<file path="src/rtl/mem_port_arbiter_if.sv">
// Bundle of the fetch port, load/store port and memory bus around mem_port_arbiter.
// The slave modport is the arbiter's view; master is the CPU/memory side.
interface mem_port_arbiter_if #(
  parameter int AW = 32,
  parameter int DW = 32
);
  logic          if_req;
  logic [AW-1:0] if_addr;
  logic          if_gnt;
  logic          if_done;
  logic [DW-1:0] if_rdata;
  logic          d_req;
  logic          d_we;
  logic [AW-1:0] d_addr;
  logic [DW-1:0] d_wdata;
  logic          d_gnt;
  logic          d_done;
  logic [DW-1:0] d_rdata;
  logic          mem_en;
  logic          mem_we;
  logic [AW-1:0] mem_addr;
  logic [DW-1:0] mem_wdata;
  logic [DW-1:0] mem_rdata;
  logic          busy;

  modport slave (
    input  if_req, if_addr, d_req, d_we, d_addr, d_wdata, mem_rdata,
    output if_gnt, if_done, if_rdata, d_gnt, d_done, d_rdata,
           mem_en, mem_we, mem_addr, mem_wdata, busy
  );

  modport master (
    output if_req, if_addr, d_req, d_we, d_addr, d_wdata, mem_rdata,
    input  if_gnt, if_done, if_rdata, d_gnt, d_done, d_rdata,
           mem_en, mem_we, mem_addr, mem_wdata, busy
  );
endinterface

</file>
<file path="src/rtl/mem_port_arbiter.sv">
// Shares one single-ported memory between the fetch and load/store ports, one transaction at a time.
// Define ARB_ROUND_ROBIN_EN to replace fixed data-over-fetch priority with round-robin arbitration.
module mem_port_arbiter #(
  parameter int AW  = 32,
  parameter int DW  = 32,
  parameter int LAT = 2
) (
  input  logic              clk,
  input  logic              rst,
  mem_port_arbiter_if.slave bus
);

  localparam int CW = (LAT > 1) ? $clog2(LAT) : 1;

  typedef enum logic [1:0] {IDLE, ACCESS, RESP} state_t;

  state_t        state_q, state_d;
  logic [CW-1:0] cnt_q, cnt_d;
  logic          accept;
  logic          pick_d;
  logic          sel_d_q, sel_d_d;
  logic          we_q, we_d;
  logic [AW-1:0] addr_q, addr_d;
  logic [DW-1:0] wdata_q, wdata_d;
  logic [DW-1:0] if_rdata_q, if_rdata_d;
  logic [DW-1:0] d_rdata_q, d_rdata_d;
  logic          if_gnt_q, if_gnt_d;
  logic          d_gnt_q, d_gnt_d;
  logic          if_done_q, if_done_d;
  logic          d_done_q, d_done_d;
  logic          mem_en_q, mem_en_d;
  logic          mem_we_q, mem_we_d;
  logic          busy_q, busy_d;

  assign accept = (state_q == IDLE) && (bus.if_req || bus.d_req);

`ifdef ARB_ROUND_ROBIN_EN
  // last_d_q set means data won the previous acceptance, so fetch wins the next tie.
  logic last_d_q, last_d_d;

  always_comb begin
    pick_d   = bus.d_req && (!bus.if_req || !last_d_q);
    last_d_d = accept ? pick_d : last_d_q;
  end

  always_ff @(posedge clk or posedge rst) begin
    if (rst) last_d_q <= 1'b0;
    else     last_d_q <= last_d_d;
  end
`else
  always_comb pick_d = bus.d_req;
`endif

  always_ff @(posedge clk or posedge rst) begin
    if (rst) begin
      state_q <= IDLE;
      cnt_q   <= '0;
    end else begin
      state_q <= state_d;
      cnt_q   <= cnt_d;
    end
  end

  always_comb begin
    state_d = state_q;
    cnt_d   = cnt_q;
    case (state_q)
      IDLE: begin
        if (accept) begin
          state_d = ACCESS;
          cnt_d   = CW'(LAT - 1);
        end
      end
      ACCESS: begin
        if (cnt_q == '0) state_d = RESP;
        else             cnt_d   = cnt_q - CW'(1);
      end
      RESP:    state_d = IDLE;
      default: state_d = IDLE;
    endcase
  end

  // Request fields are latched at acceptance so requesters may change them during ACCESS.
  always_comb begin
    sel_d_d    = sel_d_q;
    we_d       = we_q;
    addr_d     = addr_q;
    wdata_d    = wdata_q;
    if_rdata_d = if_rdata_q;
    d_rdata_d  = d_rdata_q;
    if (accept) begin
      sel_d_d = pick_d;
      we_d    = pick_d && bus.d_we;
      addr_d  = pick_d ? bus.d_addr : bus.if_addr;
      wdata_d = pick_d ? bus.d_wdata : '0;
    end
    if ((state_q == ACCESS) && (cnt_q == '0) && !we_q) begin
      if (sel_d_q) d_rdata_d  = bus.mem_rdata;
      else         if_rdata_d = bus.mem_rdata;
    end
  end

  always_comb begin
    if_gnt_d  = 1'b0;
    d_gnt_d   = 1'b0;
    if_done_d = 1'b0;
    d_done_d  = 1'b0;
    mem_en_d  = (state_d == ACCESS);
    mem_we_d  = (state_d == ACCESS) && we_d;
    busy_d    = (state_d != IDLE);
    if (accept) begin
      if_gnt_d = !pick_d;
      d_gnt_d  = pick_d;
    end
    if (state_d == RESP) begin
      if_done_d = !sel_d_q;
      d_done_d  = sel_d_q;
    end
  end

  always_ff @(posedge clk or posedge rst) begin
    if (rst) begin
      sel_d_q    <= 1'b0;
      we_q       <= 1'b0;
      addr_q     <= '0;
      wdata_q    <= '0;
      if_rdata_q <= '0;
      d_rdata_q  <= '0;
      if_gnt_q   <= 1'b0;
      d_gnt_q    <= 1'b0;
      if_done_q  <= 1'b0;
      d_done_q   <= 1'b0;
      mem_en_q   <= 1'b0;
      mem_we_q   <= 1'b0;
      busy_q     <= 1'b0;
    end else begin
      sel_d_q    <= sel_d_d;
      we_q       <= we_d;
      addr_q     <= addr_d;
      wdata_q    <= wdata_d;
      if_rdata_q <= if_rdata_d;
      d_rdata_q  <= d_rdata_d;
      if_gnt_q   <= if_gnt_d;
      d_gnt_q    <= d_gnt_d;
      if_done_q  <= if_done_d;
      d_done_q   <= d_done_d;
      mem_en_q   <= mem_en_d;
      mem_we_q   <= mem_we_d;
      busy_q     <= busy_d;
    end
  end

  assign bus.if_gnt    = if_gnt_q;
  assign bus.d_gnt     = d_gnt_q;
  assign bus.if_done   = if_done_q;
  assign bus.d_done    = d_done_q;
  assign bus.if_rdata  = if_rdata_q;
  assign bus.d_rdata   = d_rdata_q;
  assign bus.mem_en    = mem_en_q;
  assign bus.mem_we    = mem_we_q;
  assign bus.mem_addr  = addr_q;
  assign bus.mem_wdata = wdata_q;
  assign bus.busy      = busy_q;

endmodule

</file>
<file path="src/flat_wrapper.sv">
// flat-port wrapper written by rule: the top's interface ports become plain ports
module mem_port_arbiter_flat 
#(
  parameter int AW  = 32,
  parameter int DW  = 32,
  parameter int LAT = 2
)
  (clk, rst, bus_if_req, bus_if_addr, bus_d_req, bus_d_we, bus_d_addr, bus_d_wdata, bus_mem_rdata, bus_if_gnt, bus_if_done, bus_if_rdata, bus_d_gnt, bus_d_done, bus_d_rdata, bus_mem_en, bus_mem_we, bus_mem_addr, bus_mem_wdata, bus_busy);
  mem_port_arbiter_if #(.AW(AW), .DW(DW)) bus_i ();
  input  logic clk;
  input  logic rst;
  input wire logic [$bits(bus_i.if_req)-1:0] bus_if_req;
  input wire logic [$bits(bus_i.if_addr)-1:0] bus_if_addr;
  input wire logic [$bits(bus_i.d_req)-1:0] bus_d_req;
  input wire logic [$bits(bus_i.d_we)-1:0] bus_d_we;
  input wire logic [$bits(bus_i.d_addr)-1:0] bus_d_addr;
  input wire logic [$bits(bus_i.d_wdata)-1:0] bus_d_wdata;
  input wire logic [$bits(bus_i.mem_rdata)-1:0] bus_mem_rdata;
  output wire logic [$bits(bus_i.if_gnt)-1:0] bus_if_gnt;
  output wire logic [$bits(bus_i.if_done)-1:0] bus_if_done;
  output wire logic [$bits(bus_i.if_rdata)-1:0] bus_if_rdata;
  output wire logic [$bits(bus_i.d_gnt)-1:0] bus_d_gnt;
  output wire logic [$bits(bus_i.d_done)-1:0] bus_d_done;
  output wire logic [$bits(bus_i.d_rdata)-1:0] bus_d_rdata;
  output wire logic [$bits(bus_i.mem_en)-1:0] bus_mem_en;
  output wire logic [$bits(bus_i.mem_we)-1:0] bus_mem_we;
  output wire logic [$bits(bus_i.mem_addr)-1:0] bus_mem_addr;
  output wire logic [$bits(bus_i.mem_wdata)-1:0] bus_mem_wdata;
  output wire logic [$bits(bus_i.busy)-1:0] bus_busy;
  assign bus_i.if_req = bus_if_req;
  assign bus_i.if_addr = bus_if_addr;
  assign bus_i.d_req = bus_d_req;
  assign bus_i.d_we = bus_d_we;
  assign bus_i.d_addr = bus_d_addr;
  assign bus_i.d_wdata = bus_d_wdata;
  assign bus_i.mem_rdata = bus_mem_rdata;
  assign bus_if_gnt = bus_i.if_gnt;
  assign bus_if_done = bus_i.if_done;
  assign bus_if_rdata = bus_i.if_rdata;
  assign bus_d_gnt = bus_i.d_gnt;
  assign bus_d_done = bus_i.d_done;
  assign bus_d_rdata = bus_i.d_rdata;
  assign bus_mem_en = bus_i.mem_en;
  assign bus_mem_we = bus_i.mem_we;
  assign bus_mem_addr = bus_i.mem_addr;
  assign bus_mem_wdata = bus_i.mem_wdata;
  assign bus_busy = bus_i.busy;
  mem_port_arbiter #(.AW(AW), .DW(DW), .LAT(LAT)) u_core (.clk(clk), .rst(rst), .bus(bus_i));
endmodule
</file>
<file path="config.mk">
export PLATFORM = sky130hd
export DESIGN_NAME = mem_port_arbiter_flat
export DESIGN_NICKNAME = d
export VERILOG_FILES = /design/src/rtl/mem_port_arbiter_if.sv /design/src/rtl/mem_port_arbiter.sv /design/src/flat_wrapper.sv
export SDC_FILE = /design/constraint.sdc
export NUM_CORES = 1
export LEC_CHECK = 0
export ABC_AREA = 1
export BUFFER_PORTS_ARGS = -buffer_cell sky130_fd_sc_hd__buf_4
export CAP_MARGIN = 40
export CELL_PAD_IN_SITES_DETAIL_PLACEMENT = 0
export CELL_PAD_IN_SITES_GLOBAL_PLACEMENT = 2
export CORE_MARGIN = 3
export CORE_UTILIZATION = 26
export CTS_CLUSTER_DIAMETER = 120
export DETAILED_ROUTE_END_ITERATION = 10
export MAX_ROUTING_LAYER = met4
export PLACE_DENSITY_LB_ADDON = 0.15
export SLEW_MARGIN = 20
export SYNTH_ARGS = -nofsm -noshare
export SYNTH_HDL_FRONTEND = slang
export SYNTH_SLANG_ARGS = --single-unit
</file>
<file path="constraint.sdc">
create_clock -name clk -period 4.52 [get_ports clk]
set_input_delay 0.226 -clock clk [delete_from_list [all_inputs] [get_ports clk]]
set_output_delay 0.226 -clock clk [all_outputs]
set_load 0.01 [all_outputs]
</file>
==> flow_summary_export.csv <==
group,metric,value,unit
status,status,"finished, final reports clean",
worst_setup_path,cp_num_buf_inv,2,
timing,setup_viol,0,
grt,grt_max_degree,70,
worst_setup_path,critPathArrivalTime,2.42,ns
worst_setup_path,cp_max_fo,65,
die,initial_core_util,0.2674,
timing,finClkSkew,0.01003,ns
place,hpwl,13.30,mm
grt,grt_pass1_vias,5529,
worst_setup_path,r2r_cells,6,
worst_setup_path,worstSetupEndpointType,"register",
route,drc,0,
timing,fmax,483.2,MHz
route,firstDrtPassIters,4,
worst_setup_path,critical_path_class,"register to register",
timing,layout_min_cycle_time,2.070,ns
min_path,hold_class,"input port to register",
yosys,ys_types,18,
yosys,synth_area_per_cell,8.936,sq um
clock_network,cts_root_buf,"clkbuf_16",
final_layout,layout_common_cells,"332 x nand2_1, 273 x buf_4, 140 x dfrtp_1",
clock_network,clock_latency,0.41,ns
worst_setup_path,rrSetupSlack,2.45,ns
final_layout,fill_cells,2191,
die,die_y,153.7,um
route,routed_wl,18.91,mm
clock_network,htree_levels,4,
grt,grt_pass1_wl,29.64,mm
pwr,powerDensity,721.8,nW/um^2
clock_network,path_clk_slew,0.06,ns
worst_setup_path,crit_slowest_cell,"dlygate4sd3_1",
yosys,yosysWarnings,0,
yosys,synth_area,5674,sq um
route,routed-via-count,5383,
final_layout,final-seq-area,3503,sq um
yosys,syn_inst,635,
timing,hold_viol,0,
yosys,yosys.area.top_type_share,0.6174,
route,first_iter_violations,268,
die,dieArea,23630,sq um
yosys,synth_seq_area_share,0.6174,
grt,antenna_found_initial,0,
worst_setup_path,critPathTopFamily,"buffers and inverters",
worst_setup_path,crit_top_cell,"nand2_1",
timing,rsz0062_at_grt,"false",
yosys,synth.area.top_cells,"dfrtp_1 62%, nand2_1 22%, nand4_1 7.1%",
clock_network,cts_sinks,140,
min_path,hold_depth,3,
yosys,syn-num-nets,768,
worst_setup_path,rr_endpoint,"u_core.bus.mem_addr[5]",
final_layout,diodes,0,
grt,grt_use_total,0.1626,
timing,slew_violations,0,
clock_network,cts_setup_buffers,0,
die,die_x,153.7,um
route,wl_per_cell,15.59,um
final_layout,multi_input_area,1911,sq um
pwr,peakVddDrop,295.7,uV
timing,worst_pin_slew,0.7820,ns
worst_setup_path,worstSetupPathDepth,6,
worst_setup_path,start_kind,"register",
pwr,leakage,0.004734,uW
route,via_per_inst,4.438,
place,gp_congestion,0.7764,
final_layout,nets,1059,
die,core_area,21220,sq um
timing,tns,0,ns
timing,fin_crit_sh,0.4579,
worst_setup_path,cp.required,4.87,ns
final_layout,syn2layout_area_growth,57.13,%
timing,relSlewSlack,0.4787,
worst_setup_path,r2r-start,"u_core.state_q[1]",
timing,whs,0.02094,ns
flow_run,drv_cap,0,
final_layout,mostFrequentLayoutCell,"nand2_1",
worst_setup_path,cpPeakStageDelay,0.55,ns
yosys,synth_seq_cells,140,
min_path,worst_hold_path.endpoint,"u_core.bus.mem_addr[2]",
die,row_count,53,
final_layout,drive_gt1_frac,0.3401,
grt,overflow,0,
yosys,synth_largest_area_cell,"dfrtp_1",
clock_network,cts_tree,"built",
place,port_buffers,267,
clock_network,clockBufferDepth,2,
die,ios,268,
worst_setup_path,path_cells,"nor2_4 -> nand2_1 -> inv_4 -> nand2_1 -> nand3_1 -> dlygate4sd3_1",
route,ant_nets,0,
clock_network,cts_buffers,17,
min_path,min_from,"bus_if_addr[2]",
==> state kept, by name (all words and copies together), names as in the netlist, 2 cells and up <==
name and count:
u_core.bus.mem_wdata 32, u_core.bus.d_rdata 32, u_core.bus.if_rdata 32, u_core.bus.mem_addr 32, u_core.state_q 2
==> repair_timing <==
action	in CTS	in global routing
hold buffers	40	0
endpoints found under the hold margin	96	0
gates resized for setup	0	0
==> metrics by stage <==
step,area [sq um],cells,setup slack (ns),power [uW],utilization
2_1_floorplan,5674,635,0.5411,3666,-
3_3_place_gp,7850,1139,2.440,5035,0.3699
3_5_place_dp,7935,1142,2.676,5099,0.3739
4_1_cts,8916,1213,2.447,6556,0.4202
5_1_grt,8916,1213,2.292,6948,0.4202
6_report,8916,1213,2.450,6436,0.4202
==> cell type report <==
class                           count  area share
Clock buffer                       19     0.04968
Clock inverter                     12     0.01544
Inverter                           10    0.005052
Multi-Input combinational cell    441      0.2143
Sequential cell                   140      0.3929
Tap cell                          275     0.03859
Timing Repair Buffer              316      0.2840
==> logic make-up (layout without fill, tap and decap cells) <==
logic type	after synthesis	in the layout	share of synthesized area
flops	140	140	0.6174
compound gates	2	2	0.002425
simple gates	439	439	0.3321
buf+inv	54	357	0.04807
==> cells in the mapped netlist <==
master / instances
or2_2: 1
o21ai_2: 1
nand3_1: 33
buf_4: 11
nand2_1: 332
nor2_2: 3
inv_2: 3
buf_6: 1
clkbuf_1: 13
inv_1: 7
nor2_4: 1
a21oi_1: 1
nand4_1: 64
nand4_2: 2
dfrtp_1: 140
buf_1: 2
nor2_1: 3
buf_2: 17
==> how the worst max path moves through the flow <==
stage                      start                 endpoint  slack [ns]
2_1_floorplan                rst          u_core.bus.busy        0.54
3_3_place_gp      u_core.sel_d_q  u_core.bus.if_rdata[24]        2.44
3_5_place_dp         u_core.we_q   u_core.bus.d_rdata[10]        2.68
4_1_cts        u_core.state_q[1]   u_core.bus.mem_addr[5]        2.45
5_1_grt        u_core.state_q[1]   u_core.bus.mem_addr[5]        2.29
6_report       u_core.state_q[1]   u_core.bus.mem_addr[5]        2.45
==> power breakdown <==
group / switching [uW] / internal, uW
clock: 550 / 830
sequential: 363 / 1880
combinational: 1580 / 1240
total: 2490 / 3950
==> worst reg2reg max path, stage by stage (launching register included) <==
cell and delay [ns]:
dfrtp_1 0.42, nor2_4 0.19, nand2_1 0.13, inv_4 0.50
nand2_1 0.13, nand3_1 0.10, dlygate4sd3_1 0.55
==> metal layers <==
metal,global-route usage,up-vias,share of wire
met3,0.05179,20,0.076
met4,0.05257,0,0.019
met2,0.2609,188,0.48
met5,-,-,0
li1,-,2643,-
met1,0.1958,2532,0.42
Note: power is estimated with default switching activity, not from simulation.
